<file path="config.mk">
export PLATFORM = sky130hd
export DESIGN_NAME = freq_meter
export DESIGN_NICKNAME = d
export VERILOG_FILES = /design/src/rtl/freq_meter_pkg.sv /design/src/rtl/sig_sync_edge.sv /design/src/rtl/freq_meter.sv
export SDC_FILE = /design/constraint.sdc
export NUM_CORES = 1
export LEC_CHECK = 0
export ABC_AREA = 1
export CAP_MARGIN = 10
export CELL_PAD_IN_SITES_DETAIL_PLACEMENT = 0
export CELL_PAD_IN_SITES_GLOBAL_PLACEMENT = 1
export CORE_MARGIN = 4
export CORE_UTILIZATION = 43
export CTS_CLUSTER_DIAMETER = 200
export DETAILED_ROUTE_END_ITERATION = 12
export PLACE_DENSITY_LB_ADDON = 0.3
export SKIP_LAST_GASP = 1
export SLEW_MARGIN = 25
export SYNTH_ARGS = -nofsm -noshare
export SYNTH_HDL_FRONTEND = slang
export SYNTH_SLANG_ARGS = --single-unit
</file>
<file path="constraint.sdc">
create_clock -name sys_clk -period 2.1 [get_ports sys_clk]
set_input_delay 0.63 -clock sys_clk [delete_from_list [all_inputs] [get_ports sys_clk]]
set_output_delay 0.63 -clock sys_clk [all_outputs]
set_load 0.02 [all_outputs]
</file>
<file path="src/rtl/freq_meter_pkg.sv">
// Shared definitions for the frequency meter: FSM encoding, counter width
// and the default gate length (1 s at a 50 MHz system clock).
package freq_meter_pkg;

  localparam int CNT_W               = 32;
  localparam int DEFAULT_GATE_CYCLES = 50_000_000;

  localparam logic [CNT_W-1:0] CNT_MAX = {CNT_W{1'b1}};

  typedef enum logic [1:0] {
    ST_IDLE = 2'd0,
    ST_GATE = 2'd1,
    ST_DONE = 2'd2
  } state_e;

endpackage

</file>
<file path="src/rtl/sig_sync_edge.sv">
// Two-flop synchronizer for an asynchronous input plus a history flop;
// rise is a one-cycle pulse on each synchronized 0->1 transition.
module sig_sync_edge (
  input  logic sys_clk,
  input  logic sys_rst_n,
  input  logic din,
  output logic rise
);

  logic sync1_q, sync1_d;
  logic sync2_q, sync2_d;
  logic hist_q,  hist_d;

  always_comb begin
    sync1_d = din;
    sync2_d = sync1_q;
    hist_d  = sync2_q;
  end

  always_ff @(posedge sys_clk or negedge sys_rst_n) begin
    if (!sys_rst_n) begin
      sync1_q <= 1'b0;
      sync2_q <= 1'b0;
      hist_q  <= 1'b0;
    end else begin
      sync1_q <= sync1_d;
      sync2_q <= sync2_d;
      hist_q  <= hist_d;
    end
  end

  assign rise = sync2_q & ~hist_q;

endmodule

</file>
<file path="src/rtl/freq_meter.sv">
// Gated frequency meter: counts rising edges of sig_in over a window of
// GATE_CYCLES sys_clk cycles and publishes the count with a valid pulse.
module freq_meter
  import freq_meter_pkg::*;
#(
  parameter int GATE_CYCLES = DEFAULT_GATE_CYCLES
) (
  input  logic             sys_clk,
  input  logic             sys_rst_n,
  input  logic             sig_in,
  input  logic             start,
  input  logic             continuous,
  output logic [CNT_W-1:0] fre,
  output logic             fre_valid,
  output logic             overflow,
  output logic             busy
);

  localparam int GATE_W = (GATE_CYCLES > 1) ? $clog2(GATE_CYCLES) : 1;
  localparam logic [GATE_W-1:0] GATE_LAST = GATE_W'(GATE_CYCLES - 1);

  state_e            state_q,     state_d;
  logic [GATE_W-1:0] gate_cnt_q,  gate_cnt_d;
  logic [CNT_W-1:0]  edge_cnt_q,  edge_cnt_d;
  logic              ovf_q,       ovf_d;
  logic [CNT_W-1:0]  fre_q,       fre_d;
  logic              ovf_out_q,   ovf_out_d;
  logic              fre_valid_q, fre_valid_d;
  logic              rise;

  sig_sync_edge u_sync (
    .sys_clk   (sys_clk),
    .sys_rst_n (sys_rst_n),
    .din       (sig_in),
    .rise      (rise)
  );

  always_comb begin
    state_d     = state_q;
    gate_cnt_d  = gate_cnt_q;
    edge_cnt_d  = edge_cnt_q;
    ovf_d       = ovf_q;
    fre_d       = fre_q;
    ovf_out_d   = ovf_out_q;
    fre_valid_d = 1'b0;

    unique case (state_q)
      ST_IDLE: begin
        if (start || continuous) begin
          gate_cnt_d = '0;
          edge_cnt_d = '0;
          ovf_d      = 1'b0;
          state_d    = ST_GATE;
        end
      end

      ST_GATE: begin
        // Saturate instead of wrapping; an edge that would exceed max sets the flag.
        if (rise) begin
          if (edge_cnt_q == CNT_MAX) ovf_d = 1'b1;
          else                       edge_cnt_d = edge_cnt_q + 1'b1;
        end
        // Result is captured on the last gate cycle so it includes that cycle's edge
        // and is already stable while fre_valid is high in DONE.
        if (gate_cnt_q == GATE_LAST) begin
          state_d     = ST_DONE;
          fre_d       = edge_cnt_d;
          ovf_out_d   = ovf_d;
          fre_valid_d = 1'b1;
        end else begin
          gate_cnt_d = gate_cnt_q + 1'b1;
        end
      end

      ST_DONE: begin
        if (continuous) begin
          gate_cnt_d = '0;
          edge_cnt_d = '0;
          ovf_d      = 1'b0;
          state_d    = ST_GATE;
        end else begin
          state_d = ST_IDLE;
        end
      end

      default: state_d = ST_IDLE;
    endcase
  end

  always_ff @(posedge sys_clk or negedge sys_rst_n) begin
    if (!sys_rst_n) begin
      state_q     <= ST_IDLE;
      gate_cnt_q  <= '0;
      edge_cnt_q  <= '0;
      ovf_q       <= 1'b0;
      fre_q       <= '0;
      ovf_out_q   <= 1'b0;
      fre_valid_q <= 1'b0;
    end else begin
      state_q     <= state_d;
      gate_cnt_q  <= gate_cnt_d;
      edge_cnt_q  <= edge_cnt_d;
      ovf_q       <= ovf_d;
      fre_q       <= fre_d;
      ovf_out_q   <= ovf_out_d;
      fre_valid_q <= fre_valid_d;
    end
  end

  assign fre       = fre_q;
  assign overflow  = ovf_out_q;
  assign fre_valid = fre_valid_q;
  assign busy      = (state_q != ST_IDLE);

endmodule

</file>
**After elaboration in Yosys (flattened, before gate mapping)**

Cells that the tools add are included.

- Output and inout port bits: 35
- Input port bits: 5
- Flip-flop bits (word level): 98

- $add $sub $neg: 2
- Mux-type cells: 20
- Reduce and logical (&&, ||, !) cells: 8
- Bitwise gates (word level): 2
- Equality and inequality tests: 8

Operators with widths:

| cell | number |
|---|---|
| 32-bit two-way mux | 4 |
| 32-bit case mux with 3 select lines | 1 |
| 26-bit two-way mux | 3 |
| 26-bit case mux with 3 select lines | 1 |
| 32-bit by 1-bit adder with 32-bit output, second input constant | 1 |
| 32-bit == test, second input constant | 1 |
| 26-bit by 1-bit adder with 26-bit output, second input constant | 1 |
| 26-bit == test, second input constant | 1 |
| 2-bit != test, second input constant | 4 |
| 1-bit two-way mux | 7 |
| 2-bit case mux with 3 select lines | 1 |
| 2-bit two-way mux | 2 |
| 2-bit AND reduction | 2 |
| 4-bit AND reduction | 1 |
| 1-bit case mux with 3 select lines | 1 |
| 3-bit AND reduction | 1 |
| 3-bit nonzero test | 1 |
| 2-bit by 1-bit == test with 1-bit output, second input constant | 1 |
| 2-bit == test, second input constant | 1 |
| 2-bit logical NOT | 1 |
| 2-bit nonzero test | 1 |
| 1-bit AND | 1 |
| 1-bit logical OR | 1 |
| 1-bit inverter | 1 |

**Depth between registers and ports, before layout**

- Word-level depth: 4
- Mapped depth: 12

**By module**

From an unflattened synthesis, not the netlist that was laid out.

- Cells, all modules: 892
- Area, all modules: 5924.4 um^2

Modules (own cells, without submodules):

| module | instances | cells an instance | area an instance (um^2) |
|---|---|---|---|
| freq_meter | 1 | 887 | 5839.4 |
| sig_sync_edge | 1 | 5 | 85.1 |

**Worst setup path before layout**

OpenSTA, ideal clock, no wires.

- Path type: register to register
- From: register gate_cnt_q[0]
- To: register gate_cnt_q[13]
- Data required time: 1.982 ns
- Setup slack: 0.352 ns
- Clock period less this slack: 1.748 ns
- Cell stages (with the launch flop): 12
- Library setup time: 0.118 ns
- Data arrival time: 1.630 ns
- Buffers on the path: 1
- Cell sequence: dfrtp_1 ha_1 nand2_2 nor2_8 nand2_2 nor2_2 nand3_2 nor2_4 nor2_2 buf_2 nand3_1 nand2_1

- Longest elaborated chain between the ends: 3
- Elaborated cells between the ends (all ways): 6
- Classes of those cells: add/sub: 1; eq/ne: 2; mux: 2; reduce/logical: 1

RTL lines:

| element | line | text |
|---|---|---|
| start, declared | freq_meter.sv:23 | `logic [GATE_W-1:0] gate_cnt_q, gate_cnt_d;` |
| start signal, assigned | freq_meter.sv:101 | `gate_cnt_q <= gate_cnt_d;` |
| 26-bit by 1-bit adder with 26-bit output / 26-bit == test (equally long branches) | freq_meter.sv:71, freq_meter.sv:65 |  |
| 26-bit two-way mux / 2-bit != test (equally long branches) | - |  |
| 26-bit case mux with 3 select lines / 4-bit AND reduction (equally long branches) | - |  |

Parallel ways exist; a longest one is shown, timed or not. The select of a mux whose other input is x is not followed.
A chain may end at the register's enable or synchronous reset.

**Final worst setup path**

- From: register fre_q[23] (netlist: fre[23])
- To: output fre[23]

RTL lines:

| element | line | text |
|---|---|---|
| start, declared | freq_meter.sv:26 | `logic [CNT_W-1:0] fre_q, fre_d;` |
| start signal, assigned | freq_meter.sv:104 | `fre_q <= fre_d;` |
| end, declared | freq_meter.sv:13 | `output logic [CNT_W-1:0] fre,` |

No word-level cell between the ends.

==> results by group <==
Synthesis
  – Synth cell types: 35
  – EDFF count, synth: 0
  – Main synth FF type: dfrtp_1
  – Post-synthesis mux area share: 0
  – Seq/Total Area, Yosys: 0.430
  – Synthesis Warnings: 0
  – Synth async-reset ratio: 1.00
  – Mapped Cells: just over 800
  – Largest family of logic cells by synthesized area: simple AND/OR/NAND/NOR gates
  – Simple logic cell fraction of the synthesized area: 0.424
  – Compound-Gate Fraction of Synth Area: 0.0360
  – Xor/xnor share of the synthesized area: 0.0307
  – Mapped Nets: 837
  – Adder-Cell Fraction of Synth Area: 0.00439
  – Synthesized area per cell: around 7 um^2
  – Synthesized area: roughly 5700 um^2
  – FF+latch count, synth: 98

STA
  – Post-route minimum period: approximately 2.0 ns
  – Max-slew violations: 0
  – RSZ-0062 raised after global routing: yes
  – Worst slew pin tran: around 0.59 ns
  – Setup Viol. Count Final: 0
  – Clock Skew: between 0.006 and 0.007 ns
  – Slew headroom: 0.610
  – Hold Vio Cnt, Final: 0
  – Crit share post-route: 0.965
  – Final WS setup: 0.0730 ns
  – Achievable clock frequency: slightly below 500 MHz

Power and ir drop
  – Sw frac: 0.323
  – Power density over the cells: between 700 and 800 nW/um^2
  – Internal power: 3.37 mW
  – Power Total: roughly 5.0 mW
  – Clock network power share: 0.335
  – Switch Pwr: between 1.5 and 2 mW
  – Max VDD drop: approximately 0.6 mV
  – Gate power share: 0.186
  – Sequential fraction of design power: 0.479
  – Leakage: around 3.3 nW

Drt
  – 1st-iter DRT viols: roughly 350
  – DRC: 0
  – Wire per inst: between 10 and 15 um
  – Initial DRT Pass Iterations: 5
  – ANT nets after route: 0
  – Vias per Instance: 5.09
  – Total number of vias: 5376
  – WL final: 15100 um

Worst setup path
  – Max FO, Critical Path: 2
  – Slowest CP cell: clkdlybuf4s50_1
  – Arr. time, crit path: 1.40 ns
  – Crit path buf inv count: 1
  – CP Launch Type: register
  – Largest stage delay on the critical path: ~0.64 ns
  – Critical setup path kind: reg2out
  – Worst Setup End Kind: output pin
  – CP top delay family: buffers and inverters
  – CP Data Required Time: 1.47 ns
  – Crit-path cells: clkdlybuf4s50_1

Floorplan
  – Die height: ~120 um
  – Io pins: 40
  – Initial Util: 0.446
  – Row cnt: between 40 and 50
  – Core area: approximately 13000 um^2
  – Die width: about 120 um
  – Die Footprint: approximately 15000 um^2

Clocking
  – CTS Buffer Depth: 2
  – CTS clk-pin slew, worst paths: 0.07 ns
  – Worst-Skew Late Latency: between 0.3 and 0.4 ns
  – Hold buffer count at cts: 0
  – Post CTS Setup Buffer Count: 0
  – CTS sink cnt: slightly below 100
  – H-tree Lvls: 3
  – CTS tree: built
  – Cts bufs inserted: 9
  – Root buffer cell: clkbuf_16

Cells and area
  – Core Util, Final: 0.523
  – Area Growth Syn to Fin: 17.3%
  – Fillers: between 1000 and 1500
  – Commonest cells after routing, fill and taps aside: 352 x nand2_1, 98 x dfrtp_1, 84 x nand3_1, 77 x inv_1, 75 x nor2_1
  – Share of post-route cells with drive strength above 1: 0.0758
  – Commonest non-fill, non-tap cell in the layout: nand2_1
  – Non-filler cells, final: between 1000 and 1500
  – Final nets: roughly 890
  – Antenna cells: 0

Run
  – Maxcap violations: 0

Global route
  – Initial antenna violation count: 0
  – First-pass GRT wire length: 25500 um
  – Global Route Usage Sum: 0.212
  – Via count of the first global-routing pass: around 5200
  – Pin count of the biggest net entering global routing: between 40 and 50
  – Total grt overflow: 0

Worst hold path
  – Min-Delay Path Class: in2async

Placed design
  – I/O Buffers: 39
  – Post-Place Worst Slack: just over 0.07 ns
  – DP Wirelength: between 10000 and 15000 um
  – Gpl congestion: about 0.93
  – Dpl cells: 1039

Run status
  – Run status: completed
## power groups by stage
stage	sequential, mW	clock, mW	combinational [mW]
floorplan	2.33	0	0.698
global placement	2.40	0	0.894
detailed placement	2.41	0	0.921
CTS	2.38	1.70	0.930
global route	2.42	1.76	1.08
finish	2.39	1.67	0.926
## repair_timing
item | 4_1_cts | 5_1_grt
endpoints found under the setup margin | 1 | 53
gates cloned | 0 | 1
gates resized for setup | 1 | 7
## cell usage after synthesis, types with 2 or more instances
cell | instances | area [um^2]
nor3_1 | 11 | 55.1
ha_1 | 2 | 25.0
buf_1 | 3 | 11.3
buf_2 | 6 | 30.0
dfrtp_1 | 98 | 2450
nand2_2 | 4 | 25.0
or2_2 | 2 | 12.5
inv_1 | 77 | 289
nor2_1 | 76 | 285
nand2_1 | 352 | 1320
nand4_1 | 20 | 125
clkbuf_1 | 9 | 33.8
nor2_4 | 4 | 45.0
buf_6 | 3 | 33.8
nand3_1 | 85 | 425
inv_2 | 3 | 11.3
o21ai_1 | 17 | 85.1
xor2_1 | 18 | 158
o21ai_0 | 17 | 85.1
nor2_2 | 7 | 43.8
xnor2_1 | 2 | 17.5
## path summary, 6_finish.rpt
| check | from | endpoint | slack [ns] | depth (start not counted) |
|---|---|---|---|---|
| max in group asynchronous | sys_rst_n | edge_cnt_q[27]$_DFFE_PN0P_ | 1.33 | 2 |
| max | fre[23]$_DFFE_PN0P_ | fre[23] | 0.07 | 1 |
| min in group sys_clk | u_sync.sync1_q$_DFF_PN0_ | u_sync.hist_d$_DFF_PN0_ | 0.36 | 0 |
| min reg2reg | u_sync.sync1_q$_DFF_PN0_ | u_sync.hist_d$_DFF_PN0_ | 0.36 | 0 |
| min | sys_rst_n | edge_cnt_q[0]$_DFFE_PN0P_ | 0.22 | 1 |
| max reg2reg | edge_cnt_q[24]$_DFFE_PN0P_ | fre[10]$_DFFE_PN0P_ | 0.13 | 8 |
## final cells by class
| cell class | count | area (um^2) | share of cell area |
|---|---|---|---|
| Sequential cell | 98 | 2450 | 0.367 |
| Timing Repair Buffer | 59 | 566 | 0.0846 |
| Tap cell | 172 | 215 | 0.0322 |
| Clock inverter | 6 | 65.1 | 0.00973 |
| Multi-Input combinational cell | 629 | 2850 | 0.426 |
| Inverter | 82 | 313 | 0.0468 |
| Clock buffer | 10 | 229 | 0.0343 |
## sequential cells by signal, indices dropped and copies added, names as in the netlist
signal	cells
edge_cnt_q	32
fre	32
fre_valid	1
gate_cnt_q	26
overflow	1
ovf_q	1
state_q	2
u_sync.hist_d	1
u_sync.hist_q	1
u_sync.sync1_q	1
## logic make-up (layout without fill, tap and decap cells)
logic type | Yosys count | count (layout)
fa+ha+maj | 2 | 2
flops | 98 | 98
xor+xnor | 20 | 20
compound gates | 39 | 39
simple gates | 567 | 568
buf+inv | 104 | 157
## metal layers
layer / vias up / wire, um / track usage
li1: 2711 / - / -
met1: 2543 / 7490 / 0.306
met2: 108 / 6910 / 0.337
met3: 14 / 543 / 0.0261
met4: 0 / 197 / 0.0616
met5: - / 0 / 0
## per-stage QoR
| step | instance area [um^2] | hold WS [ns] | TNS (ns) |
|---|---|---|---|
| after global placement | 6370 | 0.336 | 0 |
| final | 6690 | 0.219 | 0 |
| after CTS | 6660 | 0.235 | 0 |
| after detailed placement | 6370 | 0.346 | 0 |
| after global routing | 6690 | 0.247 | -0.670 |
| after floorplan | 5700 | 0.331 | 0 |
Power figures use the tool's default switching activity.
